### config.mk
export PLATFORM = sky130hd
export DESIGN_NAME = alu_sequencer
export DESIGN_NICKNAME = d
export VERILOG_FILES = /design/src/rtl/alu_seq_pkg.sv /design/src/rtl/alu_seq_div.sv /design/src/rtl/alu_sequencer.sv
export SDC_FILE = /design/constraint.sdc
export NUM_CORES = 1
export LEC_CHECK = 0
export ABC_AREA = 1
export BUFFER_PORTS_ARGS = -buffer_cell sky130_fd_sc_hd__buf_2
export CAP_MARGIN = 0
export CORE_MARGIN = 2
export CORE_UTILIZATION = 44
export CTS_CLUSTER_DIAMETER = 50
export DETAILED_ROUTE_END_ITERATION = 12
export PLACE_DENSITY = 0.8
export SLEW_MARGIN = 20
export SYNTH_ARGS = -nofsm -noshare
export SYNTH_HDL_FRONTEND = slang
export SYNTH_SLANG_ARGS = --single-unit
### constraint.sdc
create_clock -name clk -period 1.2 [get_ports clk]
set_input_delay 0.18 -clock clk [delete_from_list [all_inputs] [get_ports clk]]
set_output_delay 0.18 -clock clk [all_outputs]
set_load 0.01 [all_outputs]
### src/rtl/alu_seq_pkg.sv
// Shared types for the ALU command sequencer.
// Op codes, sequencer states and the flag bundle.
package alu_seq_pkg;

  typedef enum logic [3:0] {
    OP_ADD = 4'b0000,
    OP_SUB = 4'b0001,
    OP_MUL = 4'b0010,
    OP_DIV = 4'b0011,
    OP_MOD = 4'b0100,
    OP_AND = 4'b0101,
    OP_OR  = 4'b0110,
    OP_XOR = 4'b0111,
    OP_SHL = 4'b1000,
    OP_SHR = 4'b1001
  } alu_op_e;

  typedef enum logic [1:0] {
    IDLE,
    ISSUE,
    DIV,
    RESP
  } seq_state_e;

  typedef struct packed {
    logic z;
    logic n;
    logic v;
    logic c;
  } flags_t;

  function automatic logic is_div_op(
    input logic [3:0] op
  );
    return (op == OP_DIV) || (op == OP_MOD);
  endfunction

endpackage

### src/rtl/alu_seq_div.sv
// Unsigned restoring divider, one quotient bit per cycle.
// quot/rem show the post-step values, valid while done is high.
module alu_seq_div
  import alu_seq_pkg::*;
#(
  parameter int N = 4
) (
  input  logic         clk,
  input  logic         rst_n,
  input  logic         start,
  input  logic [N-1:0] a,
  input  logic [N-1:0] b,
  output logic         busy,
  output logic         done,
  output logic [N-1:0] quot,
  output logic [N-1:0] rem,
  output logic         dz
);

  localparam int CW = $clog2(N + 1);

  logic [N-1:0] q;
  logic [N-1:0] r;
  logic [N-1:0] d;
  logic [CW-1:0] cnt;
  logic [N:0]   r_shift;
  logic [N+1:0] diff;
  logic         ge;
  logic [N-1:0] q_next;
  logic [N-1:0] r_next;

  // One restoring step: shift in next dividend bit, try subtract.
  always_comb begin
    r_shift = {r, q[N-1]};
    diff    = {1'b0, r_shift} - {2'b00, d};
    ge      = ~diff[N+1];
    r_next  = ge ? diff[N-1:0] : r_shift[N-1:0];
    q_next  = {q[N-2:0], ge};
  end

  assign done = busy && (cnt == CW'(1));
  assign quot = q_next;
  assign rem  = r_next;
  assign dz   = (d == '0);

  // Load operands on start, then iterate exactly N steps.
  always_ff @(posedge clk) begin
    if (!rst_n) begin
      q    <= '0;
      r    <= '0;
      d    <= '0;
      cnt  <= '0;
      busy <= 1'b0;
    end else if (start) begin
      q    <= a;
      r    <= '0;
      d    <= b;
      cnt  <= CW'(N);
      busy <= 1'b1;
    end else if (busy) begin
      q   <= q_next;
      r   <= r_next;
      cnt <= cnt - CW'(1);
      if (cnt == CW'(1)) begin
        busy <= 1'b0;
      end
    end
  end

endmodule

### src/rtl/alu_sequencer.sv
// Registered command front-end driving a combinational ALU.
// Define ALU_SEQ_DIV_EN to run DIV/MOD on the internal divider.
module alu_sequencer
  import alu_seq_pkg::*;
#(
  parameter int N = 4
) (
  input  logic         clk,
  input  logic         rst_n,
  input  logic         cmd_valid,
  output logic         cmd_ready,
  input  logic [3:0]   cmd_op,
  input  logic [N-1:0] cmd_a,
  input  logic [N-1:0] cmd_b,
  output logic [N-1:0] alu_a,
  output logic [N-1:0] alu_b,
  output logic [3:0]   alu_sel,
  input  logic [N-1:0] alu_out,
  input  logic         alu_z,
  input  logic         alu_n,
  input  logic         alu_v,
  input  logic         alu_c,
  output logic         rsp_valid,
  input  logic         rsp_ready,
  output logic [N-1:0] rsp_result,
  output logic         rsp_z,
  output logic         rsp_n,
  output logic         rsp_v,
  output logic         rsp_c
);

  seq_state_e state;
  flags_t     rsp_f;
  logic       accept;
  logic       div_go;

  assign cmd_ready = (state == IDLE);
  assign accept    = cmd_valid && cmd_ready;

  assign rsp_z = rsp_f.z;
  assign rsp_n = rsp_f.n;
  assign rsp_v = rsp_f.v;
  assign rsp_c = rsp_f.c;

`ifdef ALU_SEQ_DIV_EN
  logic         div_busy;
  logic         div_done;
  logic         div_dz;
  logic [N-1:0] div_quot;
  logic [N-1:0] div_rem;
  logic [N-1:0] div_res;
  flags_t       div_f;

  assign div_go = is_div_op(cmd_op);

  alu_seq_div #(
    .N(N)
  ) u_div (
    .clk  (clk),
    .rst_n(rst_n),
    .start(accept && div_go),
    .a    (cmd_a),
    .b    (cmd_b),
    .busy (div_busy),
    .done (div_done),
    .quot (div_quot),
    .rem  (div_rem),
    .dz   (div_dz)
  );

  // Pick quotient or remainder and form divider flags.
  always_comb begin
    div_res = (alu_sel == OP_MOD) ? div_rem : div_quot;
    div_f   = '0;
    if (div_dz) begin
      div_res = '1;
      div_f.v = 1'b1;
    end else begin
      div_f.z = (div_res == '0);
    end
  end
`else
  assign div_go = 1'b0;
`endif

  // Sequencer FSM with registered ALU drive and response.
  always_ff @(posedge clk) begin
    if (!rst_n) begin
      state      <= IDLE;
      alu_a      <= '0;
      alu_b      <= '0;
      alu_sel    <= '0;
      rsp_valid  <= 1'b0;
      rsp_result <= '0;
      rsp_f      <= '0;
    end else begin
      unique case (state)
        IDLE: begin
          if (accept) begin
            alu_a   <= cmd_a;
            alu_b   <= cmd_b;
            alu_sel <= cmd_op;
            state   <= div_go ? DIV : ISSUE;
          end
        end
        ISSUE: begin
          rsp_result <= alu_out;
          rsp_f      <= '{z: alu_z, n: alu_n,
                          v: alu_v, c: alu_c};
          rsp_valid  <= 1'b1;
          state      <= RESP;
        end
`ifdef ALU_SEQ_DIV_EN
        DIV: begin
          if (div_done) begin
            rsp_result <= div_res;
            rsp_f      <= div_f;
            rsp_valid  <= 1'b1;
            state      <= RESP;
          end else if (!div_busy) begin
            state <= IDLE;
          end
        end
`endif
        RESP: begin
          if (rsp_ready) begin
            rsp_valid <= 1'b0;
            state     <= IDLE;
          end
        end
        default: state <= IDLE;
      endcase
    end
  end

endmodule

## Yosys cells after proc, flatten, opt, wreduce, memory -nomap -nowiden

Cells that the tools add are included.

| word-level totals | value |
|---|---|
| register bits after elaboration | 23 |
| input bits | 24 |
| output and inout bits | 22 |
| logic and storage cells | 25 |

| operators by class | value |
|---|---|
| equal/unequal tests | 4 |
| multiplexer cells | 5 |
| reductions and logical operators | 6 |

Operators by type and width:

| kind | number |
|---|---|
| 2-bit one-hot mux with 3 select lines | 1 |
| 2-bit AND reduction | 3 |
| 2-bit two-way mux | 2 |
| 2-bit by 1-bit equality test with 1-bit output, second input constant | 1 |
| 2-bit equality test, second input constant | 1 |
| 2-bit logical NOT | 1 |
| 2-bit by 1-bit inequality test with 1-bit output, second input constant | 1 |
| 2-bit inequality test, second input constant | 1 |
| 1-bit one-hot mux with 2 select lines | 1 |
| 2-bit nonzero test | 1 |
| 1-bit logical AND | 1 |
| 1-bit two-way mux | 1 |

## Longest topological paths before layout

Gate-level depths: netlist (run 1).

| logic depth | value |
|---|---|
| word-level depth | 4 |
| gate-level depth with buffers | 5 |
| depth with buffers taken out | 5 |

## Least setup slack after synthesis (run 1)

OpenSTA, ideal clock, no wires.

| timing path | value |
|---|---|
| path type | register to register |
| start point | register state[0] |
| end point | register alu_b[0] |
| setup time | 115 ps |
| arrival time | 803 ps |
| required time | 1085 ps |
| setup slack | 282 ps |
| stages on the path, launching flop included | 6 |
| path buffers | 1 |
| clock period less this slack | 918 ps |
| path through | dfxtp_1 -> nor2_4 -> buf_6 -> nand3_1 -> nand2_1 -> nor2_1 |

| between the ends | value |
|---|---|
| cells in the longest elaborated chain, start to end | 3 |

Ends and longest elaborated chain:

| what | RTL line | source |
|---|---|---|
| from (decl) | alu_sequencer.sv:32 | `seq_state_e state;` |
| from (signal assigned) | alu_sequencer.sv:103 | `state <= div_go ? DIV : ISSUE;` |
| 2-bit logical NOT * | alu_sequencer.sv:37, alu_sequencer.sv:97 |  |
| 1-bit logical AND | alu_sequencer.sv:38 | `assign accept = cmd_valid && cmd_ready;` |
| 2-bit AND reduction (no line) * | - |  |
| to (signal assigned) | alu_sequencer.sv:101 | `alu_b <= cmd_b;` |
| to (decl) | alu_sequencer.sv:16 | `output logic [N-1:0] alu_b,` |

Every way passes the cells marked *; elsewhere a longest branch is shown, timed or not.
A chain may end at the register's enable or synchronous reset.

## Final worst setup path (run 1)

| timing path | value |
|---|---|
| start point | register state[0] |
| end point | output cmd_ready |

| between the ends | value |
|---|---|
| cells in the longest elaborated chain, start to end | 1 |

Ends and longest elaborated chain:

| what | RTL line | source |
|---|---|---|
| 2-bit logical NOT | alu_sequencer.sv:37 | `assign cmd_ready = (state == IDLE);` |
| to (decl) | alu_sequencer.sv:11 | `output logic cmd_ready,` |

No other way between the ends.

==> results.json, run 1 <==
{
  "status": "complete, no violations",
  "slew_headroom_pct": 72.6,
  "core_area_mm2": 0.00200,
  "dr_total_vias": 927,
  "whs_path_depth": 3,
  "ios": 46,
  "combPwrFrac_pct": 25.4,
  "clockBufferDepth": 2,
  "rrSetupSlack_ps": 80,
  "clkTransAtPathRegs_ps": 120,
  "internal_power_mw": 1.17,
  "fin_setup_tns_ps": 0,
  "synth_fp_nets": 151,
  "rr_startpoint": "state[0]",
  "syn-cell-area_um2": 943,
  "synth_cell_type_count": 15,
  "routabilityCongestion": 0.653,
  "synthArstFlopShare_pct": 0,
  "area_growth_pct": 33.6,
  "power_switching_mw": 0.471,
  "layout.nets": 198,
  "syn_inst": 127,
  "final_area_mm2": 0.00126,
  "min_to": "rsp_c",
  "synth_edf_count": 0,
  "synth_area_leaders": "dfxtp_1 (49%), nor2_1 (11%), a21oi_1 (6.9%), nand3_1 (6.4%), inv_1 (6.0%)",
  "post-route-period-util_pct": 98.4,
  "swShare_pct": 28.8,
  "whs_ps": 123,
  "synth-seq-cells": 23,
  "drive_above_1_share_pct": 34.7,
  "ir_drop_mv": 0.860,
  "worst_slew_pin_slew_ps": 411,
  "die-area_mm2": 0.00253,
  "dp_hpwl_um": 1450,
  "grt_pass1_wl_um": 3440,
  "ff2ff_path_depth": 5,
  "cp-start-kind": "register",
  "rsz0062_at_grt": "true",
  "max_freq_mhz": 847,
  "grt_max_degree": 26,
  "yosysMostFrequentCell": "nor2_1",
  "synth_ff_type": "dfxtp_1",
  "final_core_util_pct": 62.9,
  "finalSetupViolCount": 0,
  "drc": 0,
  "hold_start": "alu_c",
  "die_h_um": 50.3,
  "yosysTopAreaCellShare_pct": 48.8,
  "fin_crit_ps": 1180,
  "dpl_cell_area_mm2": 0.00116,
  "htree_levels": 1,
  "antenna_found_initial": 0,
  "dr_wl_met2_um": 976,
  "wl_um": 2070,
  "synth_common_cells": "nor2_1 (28), dfxtp_1 (23), inv_1 (15), nand2_1 (15), a21oi_1 (13)",
  "skew_ps": 3.25,
  "drtIter0Drc": 11,
  "routedWlPerCell_um": 10.3,
  "holdCritPathClass": "input port to register",
  "num_antenna_cells": 0,
  "yosysWarnings": 0,
  "grt.total_usage_pct": 17.4,
  "clk_latency_ps": 300,
  "die_x_um": 50.3,
  "detail-route-antenna-nets": 0,
  "start_util_pct": 47.1,
  "r2r_end": "alu_sel[2]",
  "arrival_ps": 1000,
  "num_rows": 16,
  "syn-mean-instance-area_um2": 7.43,
  "finalHoldViolCount": 0,
  "clkSinkCount": 23,
  "power.density_mw_per_mm2": 1300,
  "grt_pass1_vias": 822,
  "crit_path_end_kind": "output pin",
  "cts_tree": "yes",
  "power_frac_seq_pct": 53.5,
  "gr-total-overflow": 0,
  "dr_wl_met3_um": 163,
  "io_buffer_count": 45,
  "first_pass_iters": 4,
  "p_clk_share_pct": 21.1,
  "cts_root_buf": "clkbuf_4",
  "worstSetupPathType": "register to output pin",
  "p_total_mw": 1.64,
  "viasPerCell": 4.64,
  "p_leak_nw": 0.683,
  "numCtsBuffers": 3,
  "dr.max_layer_used": "met4",
  "max_cap_violations": 0,
  "crit_fanout": 2,
  "maxSlewViolCount": 0,
  "crit_required_ps": 1020,
  "synth_top_area_cell": "dfxtp_1",
  "yosysSeqAreaShare_pct": 48.8,
  "wl_met1_um": 918,
  "hold_buffers": 0
}
## power by group through the flow
stage                     logic, mW  clock network [mW]  registers, mW
after global routing          0.467               0.398          0.885
after floorplan               0.201                   0          0.924
after detailed placement      0.359                   0          0.894
after global placement        0.347                   0          0.892
final                         0.415               0.346          0.876
after CTS                     0.411               0.356          0.877
## layout by cell type (no fill, tap or decap), drive strengths merged
master and instances:
buf 49, nor2 29, dfxtp 23, inv 15, nand2 15, a21oi 15
nand3 12, o21ai 9, clkbuf 3, nand3b 1, clkinv 1, bufbuf 1
## stage by stage
| step | instances | worst slack (ps) |
|---|---|---|
| 2_1_floorplan | 127 | 282 |
| 3_3_place_gp | 192 | 110 |
| 3_5_place_dp | 192 | 46.4 |
| 4_1_cts | 200 | 1.69 |
| 5_1_grt | 200 | -38.3 |
| 6_report | 200 | 19.8 |
## flip-flops by register name, indices dropped and copies added (netlist names), 2 cells and up
name,cells
state,2
alu_sel,4
alu_a,4
alu_b,4
rsp_result,4
## cell families after synthesis
| group | count (synthesis) | share of synthesized area (%) |
|---|---|---|
| compound gates | 24 | 13.5 |
| buf+inv | 23 | 12.2 |
| flops | 23 | 48.8 |
| simple gates | 57 | 25.5 |
## worst max-delay path by stage
stage / startpoint / end / depth (start not counted)
finish: state[0] / cmd_ready / 3
global route: state[0] / cmd_ready / 3
CTS: state[0] / rsp_z / 5
detailed placement: state[1] / rsp_z / 5
global placement: state[1] / rsp_result[0] / 5
floorplan: state[0] / alu_b[0] / 5
## per-layer routing
metal	track usage, %	up-vias
li1	-	488
met1	22.5	397
met2	29.6	40
met3	2.98	2
met4	5.41	0
met5	0	-
## critical path, cell delays in order, from the launching register on
cell and delay, ps:
dfxtp_4 370, nor2_4 130, buf_12 110, buf_6 90
## layout make-up
type                       count  area [µm²]
fill                         190         742
tap                           27        33.8
timing repair buffer          50         307
clock buffer                   3        22.5
inverter                      15        56.3
sequential                    23         465
clock inverter                 1        5.00
multi-input combinational     81         370
## repair_timing
| item | 4_1_cts | 5_1_grt |
|---|---|---|
| pin swaps | 1 | 1 |
| cloned | 1 | 0 |
| setup buffers | 3 | 0 |
| setup endpoints to repair | 1 | 9 |
| resized for setup | 3 | 2 |
Note: power is estimated with default switching activity, not from simulation.
==> run 2, diff against run 1 <==
--- a/config.mk
+++ b/config.mk
@@ -6,13 +6,13 @@
 export NUM_CORES = 1
 export LEC_CHECK = 0
 export ABC_AREA = 1
-export BUFFER_PORTS_ARGS = -buffer_cell sky130_fd_sc_hd__buf_2
 export CAP_MARGIN = 0
 export CORE_MARGIN = 2
-export CORE_UTILIZATION = 44
+export CORE_UTILIZATION = 45
 export CTS_CLUSTER_DIAMETER = 50
 export DETAILED_ROUTE_END_ITERATION = 12
-export PLACE_DENSITY = 0.8
+export DONT_BUFFER_PORTS = 1
+export PLACE_DENSITY = 0.63
 export SLEW_MARGIN = 20
 export SYNTH_ARGS = -nofsm -noshare
 export SYNTH_HDL_FRONTEND = slang
==> results.json, run 2 (synthesis results as in run 1) <==
{
  "crit_path_end_kind": "output pin",
  "die-area_mm2": 0.00248,
  "violations": "negative hold slack",
  "swShare_pct": 28.5,
  "num_rows": 16,
  "antenna_found_initial": 0,
  "fin_setup_tns_ps": 0,
  "die_x_um": 49.8,
  "power_switching_mw": 0.421,
  "p_leak_nw": 0.454,
  "die_h_um": 49.8,
  "cp-start-kind": "register",
  "clkSinkCount": 23,
  "power_frac_seq_pct": 62.2,
  "num_antenna_cells": 0,
  "grt_use_met3_pct": 7.27,
  "cts_root_buf": "clkbuf_4",
  "crit_fanout": 25,
  "internal_power_mw": 1.05,
  "ir_drop_mv": 1.05,
  "numCtsBuffers": 3,
  "skew_ps": 0.349,
  "wl_um": 1760,
  "grt_pass1_wl_um": 3020,
  "slew_headroom_pct": 61.7,
  "cts_setup_buffers": 0,
  "routabilityCongestion": 0.598,
  "drc": 0,
  "htree_levels": 1,
  "detail-route-antenna-nets": 0,
  "arrival_ps": 960,
  "gr-total-overflow": 0,
  "max_freq_mhz": 874,
  "start_util_pct": 48.1,
  "mostFrequentLayoutCell": "nor2_1",
  "combPwrFrac_pct": 14.4,
  "grtUsageMet2_pct": 26.7,
  "viasPerCell": 4.98,
  "worstSetupPathType": "register to output pin",
  "finalSetupViolCount": 0,
  "crit_required_ps": 1020,
  "final_area_um2": 985,
  "max_cap_violations": 0,
  "first_pass_iters": 4,
  "clockBufferDepth": 2,
  "dpl_cell_area_um2": 946,
  "ios": 46,
  "fin_crit_ps": 1140,
  "grt_max_degree": 26,
  "post-route-period-util_pct": 95.3,
  "maxSlewViolCount": 0,
  "grt_busiest_layer": "met2",
  "power.density_mw_per_mm2": 1500,
  "grt_pass1_vias": 723,
  "drive_above_1_share_pct": 7.94,
  "p_clk_share_pct": 23.4,
  "dr_total_vias": 762,
  "grtUsageMet1_pct": 17.3,
  "drtIter0Drc": 6,
  "core_area_mm2": 0.00196,
  "whs_ps": -3.91,
  "cts_tree": "yes",
  "dp_hpwl_um": 1220,
  "rrSetupSlack_ps": 180,
  "clk_latency_ps": 300,
  "holdCritPathClass": "input port to register",
  "grt.total_usage_pct": 15.7,
  "routedWlPerCell_um": 11.5,
  "clkTransAtPathRegs_ps": 120,
  "layout.nets": 151,
  "area_growth_pct": 4.38,
  "mostFrequentLayoutCells": "nor2_1 (28), dfxtp_1 (22), inv_1 (15), nand2_1 (15), a21oi_1 (13)",
  "io_buffer_count": 0,
  "finalHoldViolCount": 2,
  "worst_slew_pin_slew_ps": 573,
  "status": "complete, but fails checks"
}
run 2: power groups by stage:
stage	sequential (mW)	combinational [mW]	clock [mW]
2_1_floorplan	0.924	0.201	0
3_3_place_gp	0.936	0.198	0
3_5_place_dp	0.937	0.207	0
4_1_cts	0.920	0.207	0.365
5_1_grt	0.928	0.259	0.391
6_report	0.918	0.213	0.345
run 2: metal layers:
layer  up-vias  part of all wire, %
li1        397                    -
met1       334                   43
met2        29                   47
met3         2                  8.7
met4         0                 0.85
met5         -                    0
run 2: layout make-up:
type	instances	area, µm²
fillers	213	977
flip-flops and latches	23	462
multi-input cells	81	368
inverters	15	56.3
repair buffers	3	37.5
well taps	27	33.8
clock buffers	3	22.5
clock inverters	1	5.00
run 2: what timing repair did:
action	CTS	global route
gates resized for setup	0	1
setup endpoints to repair	0	1
endpoints found under the hold margin	20	16
run 2: worst max-delay path: stages (launching register included):
cell	delay, ps
dfxtp_2	370
nor2_4	120
buf_12	170
run 2: per-stage QoR:
step | setup slack [ps] | std cells | power (mW) | util, %
detailed placement | 155 | 148 | 1.14 | 48.2
floorplan | 282 | 127 | 1.13 | -
global route | -11.2 | 153 | 1.58 | 50.2
global placement | 178 | 148 | 1.13 | 48.2
finish | 56.4 | 153 | 1.48 | 50.2
CTS | 16.5 | 152 | 1.49 | 49.6
run 2: path summary, 6_finish.rpt:
| check | startpoint | cells after the start | endpoint |
|---|---|---|---|
| worst min register to register | rsp_valid | 2 | rsp_valid |
| worst min-delay path | rst_n | 2 | rsp_result[2] |
| worst max-delay path | state[0] | 2 | cmd_ready |
| worst max register to register | state[1] | 5 | rsp_n |
==> run 3, diff against run 2 <==
--- a/config.mk
+++ b/config.mk
@@ -5,13 +5,13 @@
 export SDC_FILE = /design/constraint.sdc
 export NUM_CORES = 1
 export LEC_CHECK = 0
-export ABC_AREA = 1
 export CAP_MARGIN = 0
 export CORE_MARGIN = 2
 export CORE_UTILIZATION = 45
 export CTS_CLUSTER_DIAMETER = 50
 export DETAILED_ROUTE_END_ITERATION = 12
 export DONT_BUFFER_PORTS = 1
+export GPL_TIMING_DRIVEN = 0
 export PLACE_DENSITY = 0.63
 export SLEW_MARGIN = 20
 export SYNTH_ARGS = -nofsm -noshare
==> constraint.sdc (replaced) <==
create_clock -name clk -period 1.26 [get_ports clk]
set_input_delay 0.189 -clock clk [delete_from_list [all_inputs] [get_ports clk]]
set_output_delay 0.189 -clock clk [all_outputs]
set_load 0.01 [all_outputs]
==> results.json, run 3 <==
{
  "power_frac_seq_pct": 62.7,
  "clkSinkCount": 23,
  "skew_ps": 0.809,
  "detail-route-antenna-nets": 0,
  "p_total_mw": 1.33,
  "first_pass_iters": 4,
  "p_clk_share_pct": 25.2,
  "mostFrequentLayoutCell": "nand2_1",
  "grt_pass1_wl_um": 2640,
  "syn-cell-area_um2": 871,
  "arrival_ps": 1360,
  "die_h_um": 48.0,
  "ir_drop_mv": 0.894,
  "synth-seq-cells": 23,
  "max_cap_violations": 0,
  "drive_above_1_share_pct": 11.0,
  "synth_ff_type": "dfxtp_1",
  "crit_path_end_kind": "register",
  "worstSetupPathType": "register to register",
  "slew_headroom_pct": 76.2,
  "num_antenna_cells": 0,
  "drtIter0Drc": 12,
  "io_buffer_count": 0,
  "p_leak_nw": 0.392,
  "drc": 0,
  "syn-mean-instance-area_um2": 8.45,
  "num_rows": 15,
  "internal_power_mw": 0.973,
  "die_x_um": 48.0,
  "syn_inst": 103,
  "status": "complete, no violations",
  "ff2ff_path_depth": 3,
  "cts_tree": "yes",
  "max_freq_mhz": 861,
  "area_growth_pct": 19.1,
  "synth_top_area_cell": "dfxtp_1",
  "crit_fanout": 10,
  "finalSetupViolCount": 0,
  "synth_area_leaders": "dfxtp_1 (53%), nand2_1 (13%), nand3_1 (6.9%), o21ai_0 (6.9%), a21boi_1 (6.9%)",
  "grt_max_degree": 14,
  "synth_edf_count": 0,
  "final_core_util_pct": 58.8,
  "crit_required_ps": 1460,
  "swShare_pct": 26.7,
  "antenna_found_initial": 0,
  "power.density_mw_per_mm2": 1280,
  "post-route-period-util_pct": 92.2,
  "holdCritPathClass": "input port to register",
  "layout.nets": 143,
  "cp-start-kind": "register",
  "ios": 46,
  "grt_pass1_vias": 629,
  "combPwrFrac_pct": 12.1,
  "fillerInstances": 172,
  "mostFrequentLayoutCells": "nand2_1 (30), dfxtp_1 (23), nand3_1 (12), o21ai_0 (12), dlygate4sd3_1 (10)",
  "whs_path_depth": 2,
  "synth_fp_nets": 127,
  "seqCellArea_um2": 460,
  "dr_total_vias": 736,
  "power_switching_mw": 0.355,
  "multi_input_area_um2": 363,
  "synth_common_cells": "nand2_1 (30), dfxtp_1 (23), nand3_1 (12), o21ai_0 (12), a21boi_1 (8)",
  "die-area_mm2": 0.00230,
  "maxSlewViolCount": 0,
  "synth_cell_type_count": 16,
  "dp_hpwl_um": 1240,
  "htree_levels": 1,
  "clockBufferDepth": 2,
  "start_util_pct": 49.4,
  "gr-total-overflow": 0,
  "wl_um": 1810,
  "yosysSeqAreaShare_pct": 52.9,
  "core_area_mm2": 0.00176,
  "viasPerCell": 5.15,
  "clkTransAtPathRegs_ps": 120,
  "clk_latency_ps": 300,
  "worst_slew_pin_slew_ps": 358,
  "yosysWarnings": 0,
  "synthArstFlopShare_pct": 0,
  "grt.total_usage_pct": 16.2,
  "yosysTopAreaCellShare_pct": 52.9,
  "routabilityCongestion": 0.598,
  "cts_root_buf": "clkbuf_4",
  "numCtsBuffers": 3,
  "yosysMostFrequentCell": "nand2_1",
  "routedWlPerCell_um": 12.7,
  "fin_crit_ps": 1160,
  "finalHoldViolCount": 0
}
==> run 3: power by group through the flow <==
stage	sequential (mW)	combinational [mW]	clock [mW]
3_3_place_gp	0.848	0.129	0
6_report	0.833	0.161	0.335
5_1_grt	0.840	0.184	0.383
3_5_place_dp	0.850	0.133	0
2_1_floorplan	0.841	0.109	0
4_1_cts	0.833	0.156	0.352
==> run 3: cell families after synthesis <==
group                  after synthesis  share of synthesized area [%]
AO/OA/AOI/OAI                       22                           14.9
AND/OR/NAND/NOR                     50                           26.7
flip-flops                          23                           52.9
buffers and inverters                8                           5.46
==> run 3: through the flow <==
step | hold slack [ps] | setup TNS (ps) | instance area (µm²) | setup WS, ps | std cells
after CTS | 1.57 | 0 | 1020 | 35.2 | 141
after floorplan | 319 | 0 | 871 | 210 | 103
after global placement | 324 | 0 | 902 | 70.8 | 128
after global routing | 6.95 | -1.12 | 1040 | -1.12 | 143
final | 13.7 | 0 | 1040 | 98.4 | 143
after detailed placement | 327 | 0 | 902 | 50.1 | 128
==> run 3: path summary, 6_finish.rpt <==
kind,to,from,slack [ps]
worst min register to register,rsp_result[3],rsp_result[3],510
worst max-delay path,alu_sel[0],state[1],100
worst max register to register,alu_sel[0],state[1],100
worst min-delay path,alu_b[2],cmd_b[2],10
==> run 3: per-layer routing <==
metal	global-route usage [%]	share of wire (%)	vias up	wire length, µm
li1	-	-	371	-
met1	22.1	45	336	822
met2	23.2	47	27	859
met3	5.28	6.3	2	114
met4	7.03	0.77	0	14
met5	0	0	-	0
==> run 3: cell type report <==
type,instances,share of cell area (%)
Buffer,8,4.58
Clock buffer,3,2.17
Clock inverter,1,0.483
Multi-Input combinational cell,72,35.0
Sequential cell,23,44.4
Tap cell,25,3.02
Timing Repair Buffer,11,10.4
==> run 3: worst max-delay path, cell delays in order (launching register included) <==
cell and delay (ps):
dfxtp_1 400, nor3b_4 300, buf_2 250, o21ai_0 110
==> run 3: what timing repair did <==
item                       in CTS  in global routing
hold endpoints to repair        9                  1
gates resized for setup         0                  1
hold buffers                    9                  1
setup endpoints to repair       0                 10
buffers inserted                0                  1
